**config.mk**
```make
export PLATFORM = sky130hd
export DESIGN_NAME = clint
export DESIGN_NICKNAME = d
export VERILOG_FILES = /design/src/rtl/clint_pkg.sv /design/src/rtl/mtime_counter.sv /design/src/rtl/clint.sv
export SDC_FILE = /design/constraint.sdc
export NUM_CORES = 1
export LEC_CHECK = 0
export BUFFER_PORTS_ARGS = -buffer_cell sky130_fd_sc_hd__buf_2
export CAP_MARGIN = 20
export CORE_MARGIN = 2
export CORE_UTILIZATION = 60
export CTS_BUF_LIST = sky130_fd_sc_hd__clkbuf_8
export CTS_CLUSTER_DIAMETER = 100
export DETAILED_ROUTE_END_ITERATION = 8
export PLACE_DENSITY_LB_ADDON = 0.1
export SETUP_SLACK_MARGIN = 0.05
export SYNTH_ARGS = -nofsm -noshare
export SYNTH_HDL_FRONTEND = slang
export SYNTH_SLANG_ARGS = --single-unit
```
**constraint.sdc**
```tcl
create_clock -name clk -period 2.8 [get_ports clk]
set_input_delay 0.84 -clock clk [delete_from_list [all_inputs] [get_ports clk]]
set_output_delay 0.84 -clock clk [all_outputs]
set_load 0.03 [all_outputs]
```
**src/rtl/clint_pkg.sv**
```systemverilog
`default_nettype none
// ============================================================================
// Module      : clint_pkg
// Description : Shared definitions for the core-local interruptor.
//               Holds the 64-bit time width, the register byte offsets of the
//               CLINT window and the decoded register-select encoding.
// Revision    : 1.0 - initial release
// ============================================================================
package clint_pkg;

    // Width of mtime / mtimecmp
    localparam int CLINT_TIME_WIDTH = 64;

    // Register byte offsets inside the CLINT window
    localparam logic [15:0] CLINT_MSIP_ADDR        = 16'h0000;
    localparam logic [15:0] CLINT_MTIMECMP_LO_ADDR = 16'h4000;
    localparam logic [15:0] CLINT_MTIMECMP_HI_ADDR = 16'h4004;
    localparam logic [15:0] CLINT_MTIME_LO_ADDR    = 16'hBFF8;
    localparam logic [15:0] CLINT_MTIME_HI_ADDR    = 16'hBFFC;

    // Register selected by the current bus address
    typedef enum logic [2:0] {
        REG_NONE        = 3'd0,
        REG_MSIP        = 3'd1,
        REG_MTIMECMP_LO = 3'd2,
        REG_MTIMECMP_HI = 3'd3,
        REG_MTIME_LO    = 3'd4,
        REG_MTIME_HI    = 3'd5
    } clint_reg_e;

endpackage
`default_nettype wire

```
**src/rtl/mtime_counter.sv**
```systemverilog
`default_nettype none
// ============================================================================
// Module      : mtime_counter
// Description : 64-bit free-running machine timer with half-word write
//               replacement and an optional tick prescaler.
//               Optional feature macro: CLINT_MTIME_PRESCALE_EN
//                 defined   -> 16-bit prescaler, one tick every PRESCALE cycles
//                 undefined -> mtime increments every cycle
// Ports       : clk, rst      - clock, synchronous active-high reset
//               i_wen_lo/hi   - replace low/high half of mtime with i_wdata
//               i_wdata       - write data
//               o_mtime       - current counter value
// Revision    : 1.0 - initial release
// ============================================================================
module mtime_counter
    import clint_pkg::*;
#(
    parameter int PRESCALE = 1
) (
    input  logic                        clk,
    input  logic                        rst,
    input  logic                        i_wen_lo,
    input  logic                        i_wen_hi,
    input  logic [31:0]                 i_wdata,
    output logic [CLINT_TIME_WIDTH-1:0] o_mtime
);

    logic [CLINT_TIME_WIDTH-1:0] r_mtime;
    logic                        w_tick;
    logic                        w_wr;

    assign w_wr = i_wen_lo | i_wen_hi;

`ifdef CLINT_MTIME_PRESCALE_EN
    localparam logic [15:0] c_pre_last = 16'(PRESCALE - 1);

    logic [15:0] r_pre;

    assign w_tick = (r_pre == c_pre_last);

    // A write to mtime restarts the tick phase so the new value holds for a
    // full PRESCALE period before its first increment.
    always_ff @(posedge clk) begin
        if (rst || w_wr) begin
            r_pre <= 16'd0;
        end else if (w_tick) begin
            r_pre <= 16'd0;
        end else begin
            r_pre <= r_pre + 16'd1;
        end
    end
`else
    logic [15:0] w_unused_prescale;

    assign w_unused_prescale = 16'(PRESCALE);
    assign w_tick            = 1'b1;
`endif

    // Writes win over the increment: no carry into the unwritten half.
    always_ff @(posedge clk) begin
        if (rst) begin
            r_mtime <= '0;
        end else if (w_wr) begin
            if (i_wen_lo) begin
                r_mtime[31:0] <= i_wdata;
            end
            if (i_wen_hi) begin
                r_mtime[63:32] <= i_wdata;
            end
        end else if (w_tick) begin
            r_mtime <= r_mtime + 64'd1;
        end
    end

    assign o_mtime = r_mtime;

endmodule
`default_nettype wire

```
**src/rtl/clint.sv**
```systemverilog
`default_nettype none
// ============================================================================
// Module      : clint
// Description : Core-local interruptor. Memory-mapped msip / mtimecmp / mtime
//               registers on a single-cycle peripheral port, driving the
//               software and timer interrupt levels.
//               Optional feature macro: CLINT_MTIME_PRESCALE_EN (mtime
//               prescaler inside mtime_counter, divisor PRESCALE).
// Ports       : clk, rst            - clock, synchronous active-high reset
//               clint_wen/ren       - write / read strobes
//               clint_addr          - byte address, bits [1:0] ignored
//               clint_wdata         - write data (full word)
//               clint_rdata/rvalid  - read data, valid one cycle after ren
//               software_interrupt  - msip[0]
//               timer_interrupt     - registered mtime >= mtimecmp
// Revision    : 1.0 - initial release
// ============================================================================
module clint
    import clint_pkg::*;
#(
    parameter int ADDR_W   = 16,
    parameter int PRESCALE = 1
) (
    input  logic              clk,
    input  logic              rst,
    input  logic              clint_wen,
    input  logic              clint_ren,
    input  logic [ADDR_W-1:0] clint_addr,
    input  logic [31:0]       clint_wdata,
    output logic [31:0]       clint_rdata,
    output logic              clint_rvalid,
    output logic              software_interrupt,
    output logic              timer_interrupt
);

    localparam logic [ADDR_W-1:0] c_msip_addr   = ADDR_W'(CLINT_MSIP_ADDR);
    localparam logic [ADDR_W-1:0] c_cmp_lo_addr = ADDR_W'(CLINT_MTIMECMP_LO_ADDR);
    localparam logic [ADDR_W-1:0] c_cmp_hi_addr = ADDR_W'(CLINT_MTIMECMP_HI_ADDR);
    localparam logic [ADDR_W-1:0] c_mt_lo_addr  = ADDR_W'(CLINT_MTIME_LO_ADDR);
    localparam logic [ADDR_W-1:0] c_mt_hi_addr  = ADDR_W'(CLINT_MTIME_HI_ADDR);

    logic [ADDR_W-3:0]           w_word;
    logic [1:0]                  w_unused_addr_lsb;
    clint_reg_e                  w_sel;
    logic [31:0]                 w_rd_mux;
    logic [CLINT_TIME_WIDTH-1:0] w_mtime;

    logic                        r_msip;
    logic [CLINT_TIME_WIDTH-1:0] r_mtimecmp;
    logic [31:0]                 r_rdata;
    logic                        r_rvalid;
    logic                        r_timer;

    // Word-granular decode; the byte lane bits carry no meaning.
    assign w_word            = clint_addr[ADDR_W-1:2];
    assign w_unused_addr_lsb = clint_addr[1:0];

    always_comb begin
        w_sel = REG_NONE;
        if (w_word == c_msip_addr[ADDR_W-1:2]) begin
            w_sel = REG_MSIP;
        end else if (w_word == c_cmp_lo_addr[ADDR_W-1:2]) begin
            w_sel = REG_MTIMECMP_LO;
        end else if (w_word == c_cmp_hi_addr[ADDR_W-1:2]) begin
            w_sel = REG_MTIMECMP_HI;
        end else if (w_word == c_mt_lo_addr[ADDR_W-1:2]) begin
            w_sel = REG_MTIME_LO;
        end else if (w_word == c_mt_hi_addr[ADDR_W-1:2]) begin
            w_sel = REG_MTIME_HI;
        end
    end

    mtime_counter #(
        .PRESCALE (PRESCALE)
    ) u_mtime_counter (
        .clk      (clk),
        .rst      (rst),
        .i_wen_lo (clint_wen && (w_sel == REG_MTIME_LO)),
        .i_wen_hi (clint_wen && (w_sel == REG_MTIME_HI)),
        .i_wdata  (clint_wdata),
        .o_mtime  (w_mtime)
    );

    // Read mux sees pre-write register values, so a same-cycle write and
    // read to one register returns the old contents.
    always_comb begin
        w_rd_mux = 32'd0;
        case (w_sel)
            REG_MSIP:        w_rd_mux = {31'd0, r_msip};
            REG_MTIMECMP_LO: w_rd_mux = r_mtimecmp[31:0];
            REG_MTIMECMP_HI: w_rd_mux = r_mtimecmp[63:32];
            REG_MTIME_LO:    w_rd_mux = w_mtime[31:0];
            REG_MTIME_HI:    w_rd_mux = w_mtime[63:32];
            default:         w_rd_mux = 32'd0;
        endcase
    end

    always_ff @(posedge clk) begin
        if (rst) begin
            r_msip     <= 1'b0;
            r_mtimecmp <= '1;
            r_rdata    <= 32'd0;
            r_rvalid   <= 1'b0;
            r_timer    <= 1'b0;
        end else begin
            r_rvalid <= clint_ren;
            if (clint_ren) begin
                r_rdata <= w_rd_mux;
            end
            // Compare of the settled registers; transient matches during a
            // two-step mtimecmp update are intentionally not filtered.
            r_timer <= (w_mtime >= r_mtimecmp);
            if (clint_wen) begin
                case (w_sel)
                    REG_MSIP:        r_msip            <= clint_wdata[0];
                    REG_MTIMECMP_LO: r_mtimecmp[31:0]  <= clint_wdata;
                    REG_MTIMECMP_HI: r_mtimecmp[63:32] <= clint_wdata;
                    default:         ;
                endcase
            end
        end
    end

    assign clint_rdata        = r_rdata;
    assign clint_rvalid       = r_rvalid;
    assign software_interrupt = r_msip;
    assign timer_interrupt    = r_timer;

endmodule
`default_nettype wire
```
Word level (Yosys, flattened, before mapping). Index checks and enable logic that the tools add are counted. Widths: inputs -> output; s select.

Register bits after elaboration: 163. Bits in latches: 0. Memory bits (writable): 0. ROM bits: 0. Input port bits: 52. Output and inout port bits: 35. Memories: 0.

$add $sub $neg: 1. $mul: 0. Divide/modulo/power cells: 0. Magnitude comparators: 1. Equality and inequality tests: 11. Shift operators: 0. Multiplexer cells: 9. Bitwise operators: 1. Reduce and logical (&&, ||, !) cells: 6.

Operators by type and width (count): $pmux 32 s5 (1); $add 64x1->64 const B (1); $ge 64x64->1 (1); $mux 32 (2); $mux 64 (1); $eq 14x13->1 const B (2); $eq 14x14->1 const B (2); $mux 3 (5); $logic_not 14->1 (1); $eq 3x2->1 const B (2); $eq 3x3->1 const B (2); $reduce_and 2->1 (3); $ne 2x1->1 const B (2); $eq 3x1->1 const B (1); $logic_and 1x1->1 (2); $or 1x1->1 (1).

Longest topological paths before layout.
Depth after elaboration: 10. Depth in mapped cells: 10. Depth with buffers taken out: 9.

Hierarchy. A second synthesis with hierarchy kept.

Cells, all modules: 1212. Area total of the unflattened synthesis: 9838.2 µm².

By module, submodules not included: clint (times used 1, cells each 664, area an instance 5679.2 µm²); mtime_counter (times used 1, cells each 548, area an instance 4159.0 µm²).

Worst setup path before layout. No wires, ideal clock.

Path type: in2reg. Start: input clint_addr[4]. End: register r_mtimecmp[33]. Data arrival time: 2.389 ns. Required time: 2.659 ns. Path slack: 0.270 ns. Stages on the path: 8. Path through: nor4_1 and3_1 and3_1 clkbuf_1 and2_1 clkbuf_1 clkbuf_1 o211ai_1.

Cells in the longest elaborated chain, start to end: 8. Elaborated cells between the ends (all ways): 12. Those cells by class: eq/ne: 5; mux: 5; reduce/logical: 2.

RTL lines: from (decl) (RTL line clint.sv:28) `input logic [ADDR_W-1:0] clint_addr,`; $eq 14x14->1 (RTL line clint.sv:68) `end else if (w_word == c_mt_hi_addr[ADDR_W-1:2]) begin`; $mux 3 (RTL line clint.sv:68); $mux 3 (RTL line clint.sv:66) `end else if (w_word == c_mt_lo_addr[ADDR_W-1:2]) begin`; $mux 3 (RTL line clint.sv:64) `end else if (w_word == c_cmp_hi_addr[ADDR_W-1:2]) begin`; $mux 3 (RTL line clint.sv:62) `end else if (w_word == c_cmp_lo_addr[ADDR_W-1:2]) begin`; $mux 3 (*) (RTL line clint.sv:60) `if (w_word == c_msip_addr[ADDR_W-1:2]) begin`; $eq 3x2->1 (*) (RTL line clint.sv:114) `case (w_sel)`; $reduce_and 2->1 (no source line) (*); to (signal assigned) (RTL line clint.sv:117) `REG_MTIMECMP_HI: r_mtimecmp[63:32] <= clint_wdata;`; to (decl) (RTL line clint.sv:49) `logic [CLINT_TIME_WIDTH-1:0] r_mtimecmp;`.

Mark *: on every way between the ends. The rest lies on a longest branch, timed or not. A chain may end at the register's enable or synchronous reset.

Worst setup path after layout.
Start: register u_mtime_counter.r_mtime[0], in the netlist u_mtime_counter.o_mtime[0]. End: register r_timer, in the netlist timer_interrupt.

Cells in the longest elaborated chain, start to end: 1.

RTL lines: from (decl) (RTL line mtime_counter.sv:28) `logic [CLINT_TIME_WIDTH-1:0] r_mtime;`; from (signal assigned) (RTL line mtime_counter.sv:65) `r_mtime[31:0] <= i_wdata;`; from (signal assigned) (RTL line mtime_counter.sv:71) `r_mtime <= r_mtime + 64'd1;`; $ge 64x64->1 (RTL line clint.sv:112) `r_timer <= (w_mtime >= r_mtimecmp);`; to (signal assigned) (RTL line clint.sv:112); to (decl) (RTL line clint.sv:52) `logic r_timer;`.

No other way between the ends.

==> flow_summary.json <==
{
  "fp.coreArea_sq_um": 15200,
  "fill_cells": 1273,
  "grt_pass1_vias": 8988,
  "cp_num_cells": 11,
  "r2r-start": "u_mtime_counter.o_mtime[0]",
  "tightest_slew_ns": 0.5599,
  "outcome": "finished clean",
  "synthSimpleGateAreaFrac": 0.2099,
  "crit_chain": "inv_1 -> ha_1 -> nand2b_4 -> a2111oi_4 -> buf_4 -> o31ai_1 -> or4_4 -> a41oi_4 -> o31ai_2 -> buf_4 -> a31o_2",
  "finalWirelength_mm": 28.24,
  "critPathMostFrequentCell": "buf_4",
  "globalplace.congestion": 0.9319,
  "tns_ns": 0,
  "holdCritPathClass": "reg -> reg",
  "syn_inst": 1143,
  "yosysUniqueCellTypes": 61,
  "worst-setup-path-type": "reg -> reg",
  "period_share": 0.9708,
  "clk_pin_slew_ns": 0.08,
  "rows": 45,
  "cellPowerDensity_nw_per_um2": 403.3,
  "rr_worst_depth": 11,
  "finalHoldViolations": 0,
  "grt_overflow_total": 0,
  "synthAdderAreaFrac": 0.08686,
  "cpMaxStageDelayCell": "or4_4",
  "synth_top_family_by_area": "compound AO/OA/AOI/OAI gates",
  "r2r_slack_ns": 0.08,
  "synth-async-reset-ratio": 0,
  "final_common_cell": "dfxtp_1",
  "grt.total_usage": 0.3451,
  "seq_area_sq_um": 3264,
  "vias": 9472,
  "synth_top_flop_cell": "dfxtp_1",
  "skew_ns": 0.01926,
  "post-route-min-period_ns": 2.718,
  "cp_max_fo": 2,
  "h-tree-depth": 4,
  "rsz0062_at_grt": "true",
  "drtIter0Drc": 947,
  "final_nets": 1357,
  "syn_nets": 1260,
  "cts.sinks": 163,
  "final_max_slew_viol_count": 0,
  "cts_made_buffers": 17,
  "relSlewSlack": 0.6171,
  "power.total_mw": 4.367,
  "pre_cts_ws_ns": -0.01521,
  "clk_path_buf_depth": 2,
  "required_ns": 3.16,
  "die_h_microns": 128.9,
  "r2r-end": "timer_interrupt",
  "cts_tree": "done",
  "die_x_microns": 128.9,
  "synth_xor_area_frac": 0.002806,
  "maxCapViolations": 0,
  "areaGrowthSynthToFinish_pct": 15.65,
  "dpl.hpwl_mm": 20.44,
  "io_buffers": 84,
  "final_antenna_net_count": 0,
  "die_area_sq_um": 16620,
  "clk_latency_ns": 0.47,
  "slowest_delay_ns": 0.58,
  "max_freq_mhz": 367.9,
  "p_leak_nw": 4.806,
  "endpoint_kind": "flop",
  "timing.final.ws_setup_ns": 0.08190,
  "firstDrtPassIters": 5,
  "avgSynthCellArea_sq_um": 8.191,
  "setup_viol": 0,
  "muxShareOfSynthArea": 0.04704,
  "ios": 87,
  "vdd_drop_max_uv": 432.7,
  "critical_path.startpoint": "u_mtime_counter.o_mtime[0]",
  "ys_seq_area_frac": 0.3485,
  "design_area_sq_um": 10830,
  "antenna_found_initial": 0,
  "diodes": 0,
  "initial_core_util": 0.6159,
  "wl_per_cell_microns": 19.62,
  "cp-endpoint": "timer_interrupt",
  "drc": 0,
  "synth_compound_area_frac": 0.2454,
  "cp.arrival_ns": 3.08,
  "syn_area_sq_um": 9363,
  "critPathTopFamily": "compound AO/OA/AOI/OAI gates",
  "cp_num_buf_inv": 3,
  "post_dp_cell_area_sq_um": 10350,
  "multi_input_area_sq_um": 5629,
  "grt_first_pass_wirelength_mm": 45.74,
  "layout-drive-gt1-share": 0.1998,
  "hp-start": "clint_rdata[22]",
  "layout_common_cells": "dfxtp_1, nand2_1, buf_2, inv_1, o21ai_0",
  "ys.warnings.count": 0,
  "root_buffer": "clkbuf_8",
  "synth_seq_cells": 163,
  "viasPerCell": 6.582,
  "grt_max_degree": 65,
  "synth-edff-count": 0,
  "cts_hold_buffers": 0,
  "crit_path_start_kind": "flop"
}
## state kept, by name, indices dropped and copies added (netlist names)
name	cells
software_interrupt	1
clint_rdata	32
timer_interrupt	1
r_mtimecmp	64
clint_rvalid	1
u_mtime_counter.o_mtime	64
## per-layer routing
layer	vias up	part of all wire	global-route usage
met5	-	0	0.01176
met4	0	0.027	0.1247
met3	62	0.076	0.06195
met2	441	0.47	0.5699
met1	4476	0.42	0.4528
li1	4493	-	-
## stage by stage
| step | util | cells | hold WS (ns) |
|---|---|---|---|
| 2_1_floorplan | - | 1143 | 0.4827 |
| 3_3_place_gp | 0.6811 | 1409 | 0.4283 |
| 3_5_place_dp | 0.6811 | 1409 | 0.4370 |
| 4_1_cts | 0.7090 | 1439 | 0.4575 |
| 5_1_grt | 0.7123 | 1439 | 0.4790 |
| 6_report | 0.7123 | 1439 | 0.4498 |
## worst min path at each step
stage                                             end  slack (ns)  cells after the start
after global placement                clint_rdata[27]        0.43                      2
after CTS                             clint_rdata[22]        0.46                      2
final                                 clint_rdata[22]        0.45                      2
after detailed placement              clint_rdata[22]        0.44                      2
after global routing                  clint_rdata[13]        0.48                      2
after floorplan           u_mtime_counter.o_mtime[48]        0.48                      1
## cells by family (layout without fill, tap and decap cells)
logic type,count (synthesis),after routing
AOI/OAI and AO/OA,331,331
xor gates and xnor gates,3,3
adders and majority gates,65,65
buffers and inverters,146,254
DFF,163,163
muxes,40,40
and+or+nand+nor,395,395
## cell type report
cell class              count  share of cell area
flip-flops and latches    163              0.3015
multi-input cells         834              0.5199
inverters                  72             0.02496
clock inverters            10             0.01248
repair buffers            152             0.09406
clock buffers              20             0.02542
well taps                 188             0.02172
## timing repair
item / CTS / global route
endpoints found under the setup margin: 1 / 4
pin swaps: 0 / 2
resized for setup: 3 / 8
buffers inserted: 0 / 0
## Yosys cell counts, types with 3 or more instances
library cell	number	area, sq um
a2111oi_0	9	78.83
a211oi_1	18	135.1
a21o_1	12	90.09
a21oi_1	55	275.3
a221oi_1	11	96.34
a222oi_1	30	300.3
a22oi_1	4	30.03
a311oi_1	13	113.9
a31o_2	4	35.03
a31oi_1	15	93.84
a32oi_1	3	26.28
and2_1	6	37.54
and3_1	20	125.1
and4_1	13	113.9
buf_1	4	15.01
buf_2	4	20.02
clkbuf_1	65	244.0
dfxtp_1	163	3263
ha_1	65	813.3
inv_1	71	266.5
mux2_2	32	360.4
mux2i_1	8	80.08
nand2_1	146	548.0
nand3_1	30	150.1
nand3_2	3	30.03
nand4_1	26	162.7
nor2_1	75	281.5
nor2b_1	4	25.02
nor3_1	23	115.1
nor3_2	5	50.05
nor4_1	22	137.6
o211ai_1	66	495.5
o21a_1	3	22.52
o21ai_0	74	370.4
o31ai_1	3	22.52
or3_1	4	25.02
xnor2_1	3	26.28
## worst reg2reg max path, cell delays in order, from the launching register on
cell       delay [ns]
dfxtp_2          0.33
inv_1            0.05
ha_1             0.27
nand2b_4         0.16
a2111oi_4        0.33
buf_4            0.17
o31ai_1          0.07
or4_4            0.58
a41oi_4          0.18
o31ai_2          0.10
buf_4            0.16
a31o_2           0.22
## where the power goes
part	leakage (nW)	internal [mW]	switching (mW)	total (mW)
Clock	0.198	0.936	0.897	1.83
Sequential	1.32	2.32	0.00278	2.32
Combinational	3.29	0.0734	0.137	0.210
Total	4.81	3.33	1.04	4.37
No activity file was read; power rests on OpenSTA's default activity.
